**src/rtl/lbm_pkg.sv**
```systemverilog
// lbm_pkg: shared word format, D2Q9 velocity tables and FSM states for lbm_moments
package lbm_pkg;
  localparam int WIDTH = 32;
  localparam int FBITS = 24;
  localparam int Q = 9;
  localparam int EX [Q] = '{0, 1, 0, -1, 0, 1, -1, -1, 1};
  localparam int EY [Q] = '{0, 0, 1, 0, -1, 1, 1, -1, -1};
  typedef enum logic [2:0] {ACC, SAT, DX_START, DX_WAIT, DY_START, DY_WAIT, DONE} state_t;
endpackage

```
**src/rtl/lbm_moments.sv**
```systemverilog
// lbm_moments: D2Q9 moments (rho, ux, uy) from 9 f_in beats; in_valid/in_ready in, div_* to a shared fp_div, out_valid/out_ready result
module lbm_moments
  import lbm_pkg::*;
#(
  parameter int WIDTH = lbm_pkg::WIDTH,
  parameter int FBITS = lbm_pkg::FBITS
) (
  input  logic             clk,
  input  logic             rst,
  input  logic             in_valid,
  output logic             in_ready,
  input  logic [WIDTH-1:0] f_in,
  output logic             div_start,
  output logic [WIDTH-1:0] div_x,
  output logic [WIDTH-1:0] div_y,
  input  logic             div_busy,
  input  logic             div_valid,
  input  logic             div_dbz,
  input  logic             div_ovf,
  input  logic [WIDTH-1:0] div_q,
  output logic             out_valid,
  input  logic             out_ready,
  output logic [WIDTH-1:0] rho,
  output logic [WIDTH-1:0] ux,
  output logic [WIDTH-1:0] uy,
  output logic             err_dbz,
  output logic             err_ovf
);
  localparam int AW = WIDTH + 4;
  localparam logic signed [AW-1:0] HI = {5'b00000, {(WIDTH-1){1'b1}}};
  localparam logic signed [AW-1:0] LO = {5'b11111, {(WIDTH-1){1'b0}}};
  if (FBITS < 0 || FBITS >= WIDTH) begin : g_bad_fbits
    $error("FBITS must lie in [0, WIDTH)");
  end
  state_t st, nxt;
  logic [3:0] idx;
  logic signed [AW-1:0] acc_rho, acc_mx, acc_my, fx, tx, ty;
  logic [WIDTH-1:0] mx, my, res;
  logic [WIDTH:0] sr, sx, sy;
  logic in_dx, in_dy;
  // {clamped, value}: saturate a wide accumulator into the signed word range
  function automatic logic [WIDTH:0] clamp(input logic signed [AW-1:0] a);
    return a > HI ? {1'b1, HI[WIDTH-1:0]} : a < LO ? {1'b1, LO[WIDTH-1:0]} : {1'b0, a[WIDTH-1:0]};
  endfunction
  assign fx = {{4{f_in[WIDTH-1]}}, f_in};
  assign tx = EX[idx] > 0 ? fx : EX[idx] < 0 ? -fx : '0;
  assign ty = EY[idx] > 0 ? fx : EY[idx] < 0 ? -fx : '0;
  assign sr = clamp(acc_rho);
  assign sx = clamp(acc_mx);
  assign sy = clamp(acc_my);
  assign res = div_dbz ? '0 : div_q;
  assign in_dx = st == DX_START || st == DX_WAIT;
  assign in_dy = st == DY_START || st == DY_WAIT;
  assign in_ready = st == ACC;
  assign out_valid = st == DONE;
  assign div_start = (st == DX_START || st == DY_START) && !div_busy;
  // operands derive from registered state, so they hold steady until div_valid
  assign div_x = in_dx ? mx : in_dy ? my : '0;
  assign div_y = in_dx || in_dy ? rho : '0;
  always_comb begin
    nxt = st;
    case (st)
      ACC:      nxt = in_valid && idx == 4'd8 ? SAT : ACC;
      SAT:      nxt = sr[WIDTH-1:0] == '0 ? DONE : DX_START;
      DX_START: nxt = div_busy ? DX_START : DX_WAIT;
      DX_WAIT:  nxt = div_valid ? DY_START : DX_WAIT;
      DY_START: nxt = div_busy ? DY_START : DY_WAIT;
      DY_WAIT:  nxt = div_valid ? DONE : DY_WAIT;
      DONE:     nxt = out_ready ? ACC : DONE;
      default:  nxt = ACC;
    endcase
  end
  always_ff @(posedge clk) begin
    if (rst || (st == DONE && out_ready)) begin
      st <= ACC;
      idx <= '0;
      acc_rho <= '0;
      acc_mx <= '0;
      acc_my <= '0;
      rho <= '0;
      mx <= '0;
      my <= '0;
      ux <= '0;
      uy <= '0;
      err_dbz <= 1'b0;
      err_ovf <= 1'b0;
    end else begin
      st <= nxt;
      if (st == ACC && in_valid) begin
        idx <= idx == 4'd8 ? 4'd0 : idx + 4'd1;
        acc_rho <= acc_rho + fx;
        acc_mx <= acc_mx + tx;
        acc_my <= acc_my + ty;
      end
      if (st == SAT) begin
        rho <= sr[WIDTH-1:0];
        mx <= sx[WIDTH-1:0];
        my <= sy[WIDTH-1:0];
        err_ovf <= sr[WIDTH] | sx[WIDTH] | sy[WIDTH];
        err_dbz <= sr[WIDTH-1:0] == '0;
      end
      if (st == DX_WAIT && div_valid) begin
        ux <= res;
        err_ovf <= err_ovf | div_ovf;
        err_dbz <= err_dbz | div_dbz;
      end
      if (st == DY_WAIT && div_valid) begin
        uy <= res;
        err_ovf <= err_ovf | div_ovf;
        err_dbz <= err_dbz | div_dbz;
      end
    end
  end
endmodule

```
**config.mk**
```make
export PLATFORM = sky130hd
export DESIGN_NAME = lbm_moments
export DESIGN_NICKNAME = d
export VERILOG_FILES = /design/src/rtl/lbm_pkg.sv /design/src/rtl/lbm_moments.sv
export SDC_FILE = /design/constraint.sdc
export NUM_CORES = 1
export LEC_CHECK = 0
export ABC_AREA = 1
export BUFFER_PORTS_ARGS = -buffer_cell sky130_fd_sc_hd__buf_2
export CORE_MARGIN = 4
export CORE_UTILIZATION = 25
export CTS_CLUSTER_DIAMETER = 150
export DETAILED_ROUTE_END_ITERATION = 8
export SYNTH_ARGS = -nofsm -noshare
export SYNTH_HDL_FRONTEND = slang
export SYNTH_SLANG_ARGS = --single-unit
```
**constraint.sdc**
```tcl
create_clock -name clk -period 3.3 [get_ports clk]
set_input_delay 0.66 -clock clk [delete_from_list [all_inputs] [get_ports clk]]
set_output_delay 0.66 -clock clk [all_outputs]
set_load 0.1 [all_outputs]
```
Yosys cells after proc, flatten, opt, wreduce, memory -nomap -nowiden
Memory sizes are Yosys's and may differ from the RTL's.
Cells that the tools add are included.
{"block": "word_totals", "regBits": 277, "mem_count": 2, "word_cells": 90, "romBits": 1024}
{"block": "classes", "bitwise": 5, "eq_ne": 7, "magnitude_cmp": 11, "addsub": 5, "n_mux": 33, "reduce_logical": 15}
{"name": "(name not given)", "depth": 16, "width": 32, "rd": 1, "rd_clocked_by_memory_dff": 0, "write_ports": 0, "line_no": "lbm_moments.sv:47", "source": "assign ty = EY[idx] > 0 ? fx : EY[idx] < 0 ? -fx : '0;"}
{"name": "(name not given)", "depth": 16, "width": 32, "rd": 1, "rd_clocked_by_memory_dff": 0, "write_ports": 0, "line_no": "lbm_moments.sv:46", "source": "assign tx = EX[idx] > 0 ? fx : EX[idx] < 0 ? -fx : '0;"}
{"op": "two-way mux 32 bit", "count": 8}
{"op": "two-way mux 33 bit", "count": 6}
{"op": "two-way mux 36 bit", "count": 4}
{"op": "greater-than comparator 36 x 32 -> 1 bit (second input constant)", "count": 3}
{"op": "< comparator 36 x 32 -> 1 bit (second input constant)", "count": 3}
{"op": "adder 36 bit", "count": 2}
{"op": "greater-than comparator 32 x 1 -> 1 bit (second input constant)", "count": 2}
{"op": "< comparator 32 x 1 -> 1 bit (second input constant)", "count": 2}
{"op": "adder 36 x 32 -> 36 bit", "count": 1}
{"op": "negation 36 bit", "count": 1}
{"op": "logical NOT 32 bit", "count": 1}
{"op": "case mux 3 bit (7 select lines)", "count": 1}
{"op": "== test 3 bit (second input constant)", "count": 3}
{"op": "two-way mux 1 bit", "count": 9}
{"op": "two-way mux 3 bit", "count": 3}
{"op": "== test 3 x 2 -> 1 bit (second input constant)", "count": 2}
{"op": "logical AND 1 bit", "count": 6}
{"op": ">= comparator 5 bit (second input constant)", "count": 1}
{"op": "logical OR 1 bit", "count": 5}
{"op": "inverter 4 -> 5 bit", "count": 1}
{"op": "adder 4 x 1 -> 4 bit (second input constant)", "count": 1}
{"op": "== test 4 bit (second input constant)", "count": 1}
{"op": "two-way mux 4 bit", "count": 1}
{"op": "OR 1 bit", "count": 4}
{"op": "other kinds (5)", "count": 5}

Longest topological paths before layout
Gate-level depths: netlist (run 1).
{"block": "depth", "ltp_word": 8, "depth_mapped": 25, "mapped_depth_nobuf": 25}

Worst setup path after synthesis (run 1)
No wires, ideal clock.
{"block": "synth_timing", "kind": "input -> register", "from": "input f_in[1]", "to": "register acc_my[35]", "arrival_ns": 3.261, "setup_slack_ns": -0.024, "stages": 23, "required_ns": 3.236, "path_cell_list": "inv_1 ha_1 nand3_1 inv_1 nand2_1 nor2_1 nand4_1 nor3_1 xor2_1 nand2_1 o21ai_0 ha_1 a21oi_1 nand2_1 a21oi_1 nand2_1 nand2_1 nand3_1 nand2_1 nand2_1 nor2_1 nor2_1 nor2_1"}
{"block": "synth_via", "elab_chain_len": 4}
{"element": "start: declaration", "line_no": "lbm_moments.sv:12", "source": "input logic [WIDTH-1:0] f_in,"}
{"element": "negation 36 bit", "line_no": "lbm_moments.sv:47"}
{"element": "two-way mux 36 bit", "line_no": "lbm_moments.sv:47"}
{"element": "two-way mux 36 bit (*)", "line_no": "lbm_moments.sv:47"}
{"element": "adder 36 bit (*)", "line_no": "lbm_moments.sv:93", "source": "acc_my <= acc_my + ty;"}
{"element": "end signal: assignment", "line_no": "lbm_moments.sv:93"}
{"element": "end: declaration", "line_no": "lbm_moments.sv:37", "source": "logic signed [AW-1:0] acc_rho, acc_mx, acc_my, fx, tx, ty;"}
Mark *: on every way between the ends. The rest lies on a longest branch, timed or not.
A chain may end at the register's enable or synchronous reset.

Final worst setup path (run 1)
{"block": "layout_timing", "from": "register idx[0]", "to": "register acc_my[26]"}
{"block": "layout_via", "elab_chain_len": 8, "elab_cells_between_ends": 9}
{"element": "start: declaration", "line_no": "lbm_moments.sv:36", "source": "logic [3:0] idx;"}
{"element": "start signal: assignment", "line_no": "lbm_moments.sv:90", "source": "idx <= idx == 4'd8 ? 4'd0 : idx + 4'd1;"}
{"element": "inverter 4 -> 5 bit (implied by the code) (*)", "line_no": "lbm_moments.sv:47"}
{"element": "memory read (16 x 32 bit) (*)"}
{"element": "two-way mux 32 bit (implied by the code) (*) (2 in series)", "line_no": "lbm_moments.sv:47"}
{"element": "< comparator 32 x 1 -> 1 bit", "line_no": "lbm_moments.sv:47"}
{"element": "two-way mux 36 bit", "line_no": "lbm_moments.sv:47"}
{"element": "two-way mux 36 bit (*)", "line_no": "lbm_moments.sv:47"}
{"element": "adder 36 bit (*)", "line_no": "lbm_moments.sv:93"}
Mark *: on every way between the ends. The rest lies on a longest branch, timed or not. The select of a mux whose other input is x is not followed.

==> results.ini, run 1 <==
[logic_synthesis]
yosys_warnings = 0
synth_seq_area_share_pct = 27.8
synth.area.mux_share_pct = 0
synth-simple-area-share_pct = 27.4
synth_edf_count = 0
synth_fa_ha_area_share_pct = 7.32
yosysUniqueCellTypes = 48
syn_nets = 3357
synthArstFlopShare_pct = 0
synth_compound_gate_area_share_pct = 23.4
synth-xor-area-share_pct = 2.81
netlist_top_cells_area = dfxtp_1, nand2_1, inv_1
synth_common_cells = nand2_1, inv_1, a21oi_1
synth_top_family_by_area = simple AND/OR/NAND/NOR gates
synth_most_common_cell = nand2_1
yosysTopAreaCell = dfxtp_1
syn_area_sq_mm = 0.0200
avgSynthCellArea_sq_um = 6.29
synth_top_area_share_pct = 27.8
synth_cells = 3170
synth-main-ff-cell = dfxtp_1
yosys_register_bits = 277

[power_and_ir_drop]
power_density_mw_per_mm2 = 357
p_leak_uw = 0.0144
vdd_drop_max_uv = 280

[grt]
grt_max_degree = 136
antenna_found_initial = 2
grt_pass1_wl_um = 124000
grt.overflow.total = 0
grt_pass1_vias = 21500
track_usage_pct = 18.4

[min_path]
hold_path.startpoint = div_q[30]
worstHoldPathType = in -> reg
min_to = ux[30]
hold_depth = 3

[placed_design]
preCtsSetupSlack_ns = -0.782
dp_hpwl_um = 64200
placed_cells = 4741
gp_congestion = 0.945
place_area_sq_mm = 0.0261
port_buffers = 236

[setup_path]
path_cells = inv_2 -> ha_4 -> o21ai_4 -> buf_12 -> clkinvlp_4 -> buf_12 -> nor2_2 -> a211oi_4 -> buf_6 -> ha_4 -> nand2_2 -> nor2_4 -> buf_4 -> nand4_1 -> o211ai_1 -> buf_4 -> nand3b_1 -> nand4_1 -> nand3_1 -> nand2_1 -> inv_1
cp-end-kind = flip-flop
start_kind = flip-flop
cp_data_arrival_time_ns = 3.69
rrSetupSlack_ns = 0.05
cp_max_fo = 15
crit_type = reg -> reg
rr_worst_depth = 21
r2r_start = idx[0]
critical_path.max_stage_delay_ns = 0.34
cp.required_ns = 3.74
crit_slowest_cell = dfxtp_2
r2r_end = acc_my[26]

[routing]
via_per_inst = 4.77
drc = 0
ant_nets = 0
vias = 23200
post_drt_wl_per_cell_um = 17.3
wl_um = 84000
dr.pass1.iters = 6
drt_iter0_drc = 1731

[clocking]
cts-htree-levels = 2
cts.sinks = 277
cts_made_buffers = 34
clkTransAtPathRegs_ns = 0.06
root_buffer = clkbuf_16
clk_latency_ns = 0.55
clockBufferDepth = 3
tritoncts = done
cts_hold_buf = 0

[die]
die_area_sq_mm = 0.0844
initial_core_util_pct = 25.3
io_pins = 237
chipHeight_um = 291
dieWidth_um = 291
core_area_sq_mm = 0.0790
rows = 103

[timing]
drv_slew = 0
worst_slack_ns = 0.0531
fin_crit_sh_pct = 98.4
fmax_mhz = 308
hold_violations = 0
tightest_slew_ns = 0.904
skew_ns = 0.0137
min_period_ns = 3.25
rsz0062_at_grt = true
slew_headroom_pct = 39.6
fin_setup_tns_ns = 0
setup_viol = 0

[status]
status = finished clean

[cells_and_area]
nNetsFinal = 3968
area_delta_synth_final_pct = 50.0
drive_gt1_share_pct = 31.2
stdcell_count = 4855
nFillCells = 8191
fin_area_sq_mm = 0.0299

[flow_run]
maxCapViolCount = 0

[power by group]
part | switching [uW] | internal [uW] | total, uW
clock network | 1580 | 2260 | 3830
registers | 202 | 3480 | 3680
logic | 1830 | 1340 | 3170
[cells by family (layout without fill, tap and decap cells)]
logic type / after synthesis / after routing
and+or+nand+nor: 1325 / 1325
other: 0 / 1
adders and majority gates: 115 / 115
xor gates and xnor gates: 64 / 64
AOI/OAI and AO/OA: 803 / 803
buffers and inverters: 586 / 1220
DFF: 277 / 277
[repair_timing]
item	4_1_cts	5_1_grt
endpoints found under the hold margin	0	0
gates cloned	1	2
pin swaps	19	134
endpoints found under the setup margin	52	96
gates resized for setup	94	458
setup buffers	14	39
[worst max-delay path, delay by kind of cell, from the launching register on]
family / cells / cell delay (ns)
compound gates: 3 / 0.49
fa+ha+maj: 2 / 0.53
flops: 1 / 0.34
buf+inv: 8 / 0.96
simple gates: 8 / 0.80
[how the worst max path moves through the flow]
stage | from | endpoint | cells past startpoint
after detailed placement | f_in[0] | acc_my[23] | 24
after CTS | idx[0] | acc_my[31] | 23
after floorplan | f_in[8] | acc_my[35] | 24
final | idx[0] | acc_my[26] | 21
after global placement | f_in[0] | acc_my[23] | 22
after global routing | idx[0] | acc_my[35] | 24
[cell type report]
class	count	area (sq um)	share of cell area (%)
Multi-Input combinational cell	2307	14300	47.9
Timing Repair Buffer	700	5880	19.6
Sequential cell	277	5550	18.5
Inverter	461	1750	5.84
Tap cell	1050	1310	4.39
Clock buffer	45	943	3.15
Clock inverter	14	165	0.552
Antenna cell	1	2.50	0.00836
[per-layer routing]
layer / routed length (um) / vias to the layer above / track usage (%)
li1: - / 11700 / -
met1: 36900 / 10700 / 24.5
met2: 38500 / 672 / 29.9
met3: 4680 / 164 / 2.72
met4: 3890 / 2 / 7.58
met5: 13 / - / 0
[registers in the layout, summed over array words and instances, names as in the netlist, 3 cells and up]
signal / count
acc_mx: 36
acc_my: 36
acc_rho: 36
idx: 4
mx: 32
my: 32
rho: 32
st: 3
ux: 32
uy: 32
[layout by cell type (no fill, tap or decap), types with 29 or more instances in the layout]
cell and count:
nor2_1 199, nand3_1 163, a22o_1 32, nand2_1 672, o21ai_1 29, a21oi_2 53, buf_2 172, dfxtp_1 274
nand2_2 66, o21bai_1 60, ha_1 63, inv_2 35, nand4_1 35, xor2_1 47, buf_12 73, o211ai_1 47
clkbuf_16 37, buf_4 431, a21oi_1 252, o21ai_0 184, inv_1 418, nor2_2 60, ha_4 46, o21a_1 40
[stage by stage]
stage	hold WS (ns)	utilization [%]	total power, uW
after detailed placement	0.449	33.0	6380
after global routing	0.393	37.9	11200
after floorplan	0.445	-	5200
final	0.399	37.9	10700
after global placement	0.446	33.0	6370
after CTS	0.369	35.1	10300
Power figures use the tool's default switching activity.
==> inputs of run 2 (changes only) <==
Settings changed: BUFFER_PORTS_ARGS -buffer_cell sky130_fd_sc_hd__buf_2 to -buffer_cell sky130_fd_sc_hd__buf_4, CTS_BUF_LIST from default to sky130_fd_sc_hd__clkbuf_8.
==> run 2 against run 1 <==
Effect of this change: combinational power fell by 2%; via count fell by 0.38%; count of clock-buffer cells in the layout rose by 14; critical endpoint is now acc_mx[24]; global-route usage is 0.35 points higher; largest power group is now registers; fmax hardly changed.
==> results.ini, run 2 (synthesized netlist as in run 1, its figures left out) <==
[routing]
drc = 0  ; unchanged
dr.pass1.iters = 7  ; +1
vias = 23100  ; -0.38%
post_drt_wl_per_cell_um = 17.2  ; -0.68%
wl_um = 84000  ; about the same
ant_nets = 0  ; unchanged
via_per_inst = 4.72  ; -1.1%
drt_iter0_drc = 1688  ; -2.5%

[timing]
setup_viol = 0  ; unchanged
min_period_ns = 3.25  ; +0.000433 ns
worst_slack_ns = 0.0527  ; -0.000433 ns
rsz0062_at_grt = true
skew_ns = 0.0359  ; +0.0222 ns
tightest_slew_ns = 0.878  ; -0.0264 ns
drv_slew = 0  ; unchanged
fin_setup_tns_ns = 0  ; unchanged
fmax_mhz = 308  ; about the same
slew_headroom_pct = 41.4  ; +1.8 points
hold_violations = 0  ; unchanged
fin_crit_sh_pct = 98.4  ; about the same

[setup_path]
cp.required_ns = 3.85  ; +0.11 ns
start_kind = flip-flop
cp_data_arrival_time_ns = 3.79  ; +0.10 ns
crit_type = reg -> reg
cp_max_fo = 9  ; -6
cp-end-kind = flip-flop

[grt]
grt_pass1_vias = 21900  ; +1.8%
grt_max_degree = 136  ; unchanged
track_usage_pct = 18.8  ; +0.35 points
grt.overflow.total = 0  ; unchanged
antenna_found_initial = 1  ; -1
grt_pass1_wl_um = 127000  ; +2.3%

[die]
die_area_sq_mm = 0.0844  ; unchanged
io_pins = 237  ; unchanged
initial_core_util_pct = 25.3  ; unchanged
chipHeight_um = 291  ; unchanged
core_area_sq_mm = 0.0790  ; unchanged
dieWidth_um = 291  ; unchanged
rows = 103  ; unchanged

[placed_design]
port_buffers = 236  ; unchanged
preCtsSetupSlack_ns = -0.801  ; -0.0189 ns
placed_cells = 4742  ; +0.021%
gp_congestion = 0.982  ; +3.9%
dp_hpwl_um = 64600  ; +0.64%

[clocking]
clockBufferDepth = 3  ; unchanged
cts_hold_buf = 0  ; unchanged
cts-htree-levels = 2  ; unchanged
clk_latency_ns = 0.65  ; +0.10 ns
cts.sinks = 277  ; unchanged
clkTransAtPathRegs_ns = 0.07  ; about the same
cts_made_buffers = 51  ; +50%
tritoncts = done
root_buffer = clkbuf_8

[cells_and_area]
stdcell_count = 4888  ; +0.68%
final_common_cell = nand2_1
nNetsFinal = 3984  ; +0.40%
final_util_pct = 36.9  ; -0.99 points
area_delta_synth_final_pct = 46.1
largest_registers = acc_mx (36), acc_my (36), acc_rho (36)
mostFrequentLayoutCells = nand2_1, buf_4, inv_1
drive_gt1_share_pct = 30.7  ; -0.50 points

[power_and_ir_drop]
power_density_mw_per_mm2 = 359  ; +0.52%
vdd_drop_max_uv = 216  ; -23%
power.total_uw = 10500  ; -2.1%
p_leak_uw = 0.0142  ; -1.4%

[status]
status = finished clean

[flow_run]
maxCapViolCount = 0  ; unchanged

[min_path]
worstHoldPathType = in -> reg

-- run 2: cell types whose count changed in the layout (fill, tap and decap cells not counted), moves of 8 or more --
cell       delta
buf_4       +243
buf_2       -172
buf_12       -67
clkbuf_8     +57
clkbuf_16    -36
inv_1        +31
inv_2        -16
o21ai_2      +16
nor2_1       +14
a21oi_2      +11
nand2_1       +9
nor2_2        -9
buf_6         -8
-- run 2: layer usage --
metal / track usage, % / up-vias / part of all wire [%]
met1: 25.6 / 10600 / 46
met5: 0 / - / 0
met2: 31.1 / 598 / 46
li1: - / 11700 / -
met3: 2.17 / 131 / 4.8
met4: 5.78 / 0 / 3.3
-- run 2: layout make-up --
cell class | count | area, sq um
Tap cell | 1050 | 1310
Clock buffer | 59 | 812
Timing Repair Buffer | 699 | 5430
Clock inverter | 34 | 292
Antenna cell | 1 | 2.50
Fill cell | 8390 | 49800
Sequential cell | 277 | 5550
Inverter | 461 | 1750
Multi-Input combinational cell | 2307 | 14000
-- run 2: worst paths after layout --
| check | start | to | slack [ns] | cells after the start |
|---|---|---|---|---|
| worst min-delay path | div_q[18] | ux[18] | 0.32 | 3 |
| worst max register to register | idx[1] | acc_mx[24] | 0.05 | 21 |
| worst max-delay path | idx[1] | acc_mx[24] | 0.05 | 21 |
| worst min register to register | uy[31] | uy[31] | 0.46 | 2 |
-- run 2: timing repair --
action / 4_1_cts / 5_1_grt
hold endpoints to repair: 0 / 0
pin swaps: 38 / 110
gates cloned: 1 / 1
resized for setup: 173 / 313
setup buffers: 19 / 33
setup endpoints to repair: 66 / 117
-- run 2: worst max-delay path: stages (launching register included) --
cell and delay, ns:
dfxtp_2 0.34, buf_4 0.14, ha_4 0.13, inv_2 0.04, o21ai_2 0.16, nand2_4 0.11
buf_6 0.14, buf_4 0.18, o22ai_1 0.21, buf_4 0.18, ha_1 0.28, nand2_1 0.15
inv_1 0.07, nand2_1 0.11, nand2_1 0.06, a21oi_1 0.15, nand2_2 0.12, a21oi_1 0.23
xor2_1 0.17, nand2_1 0.06, nand2_1 0.07, inv_1 0.03
-- run 2: power by group --
group          switching, uW  internal [uW]
combinational           1790           1340
clock                   1630           2030
sequential               199           3480
-- run 2: stage by stage --
step / hold slack, ns / instance area [sq um]
floorplan: 0.445 / 20000
global placement: 0.448 / 25700
detailed placement: 0.454 / 25700
CTS: 0.265 / 27700
global route: 0.308 / 29200
finish: 0.315 / 29200
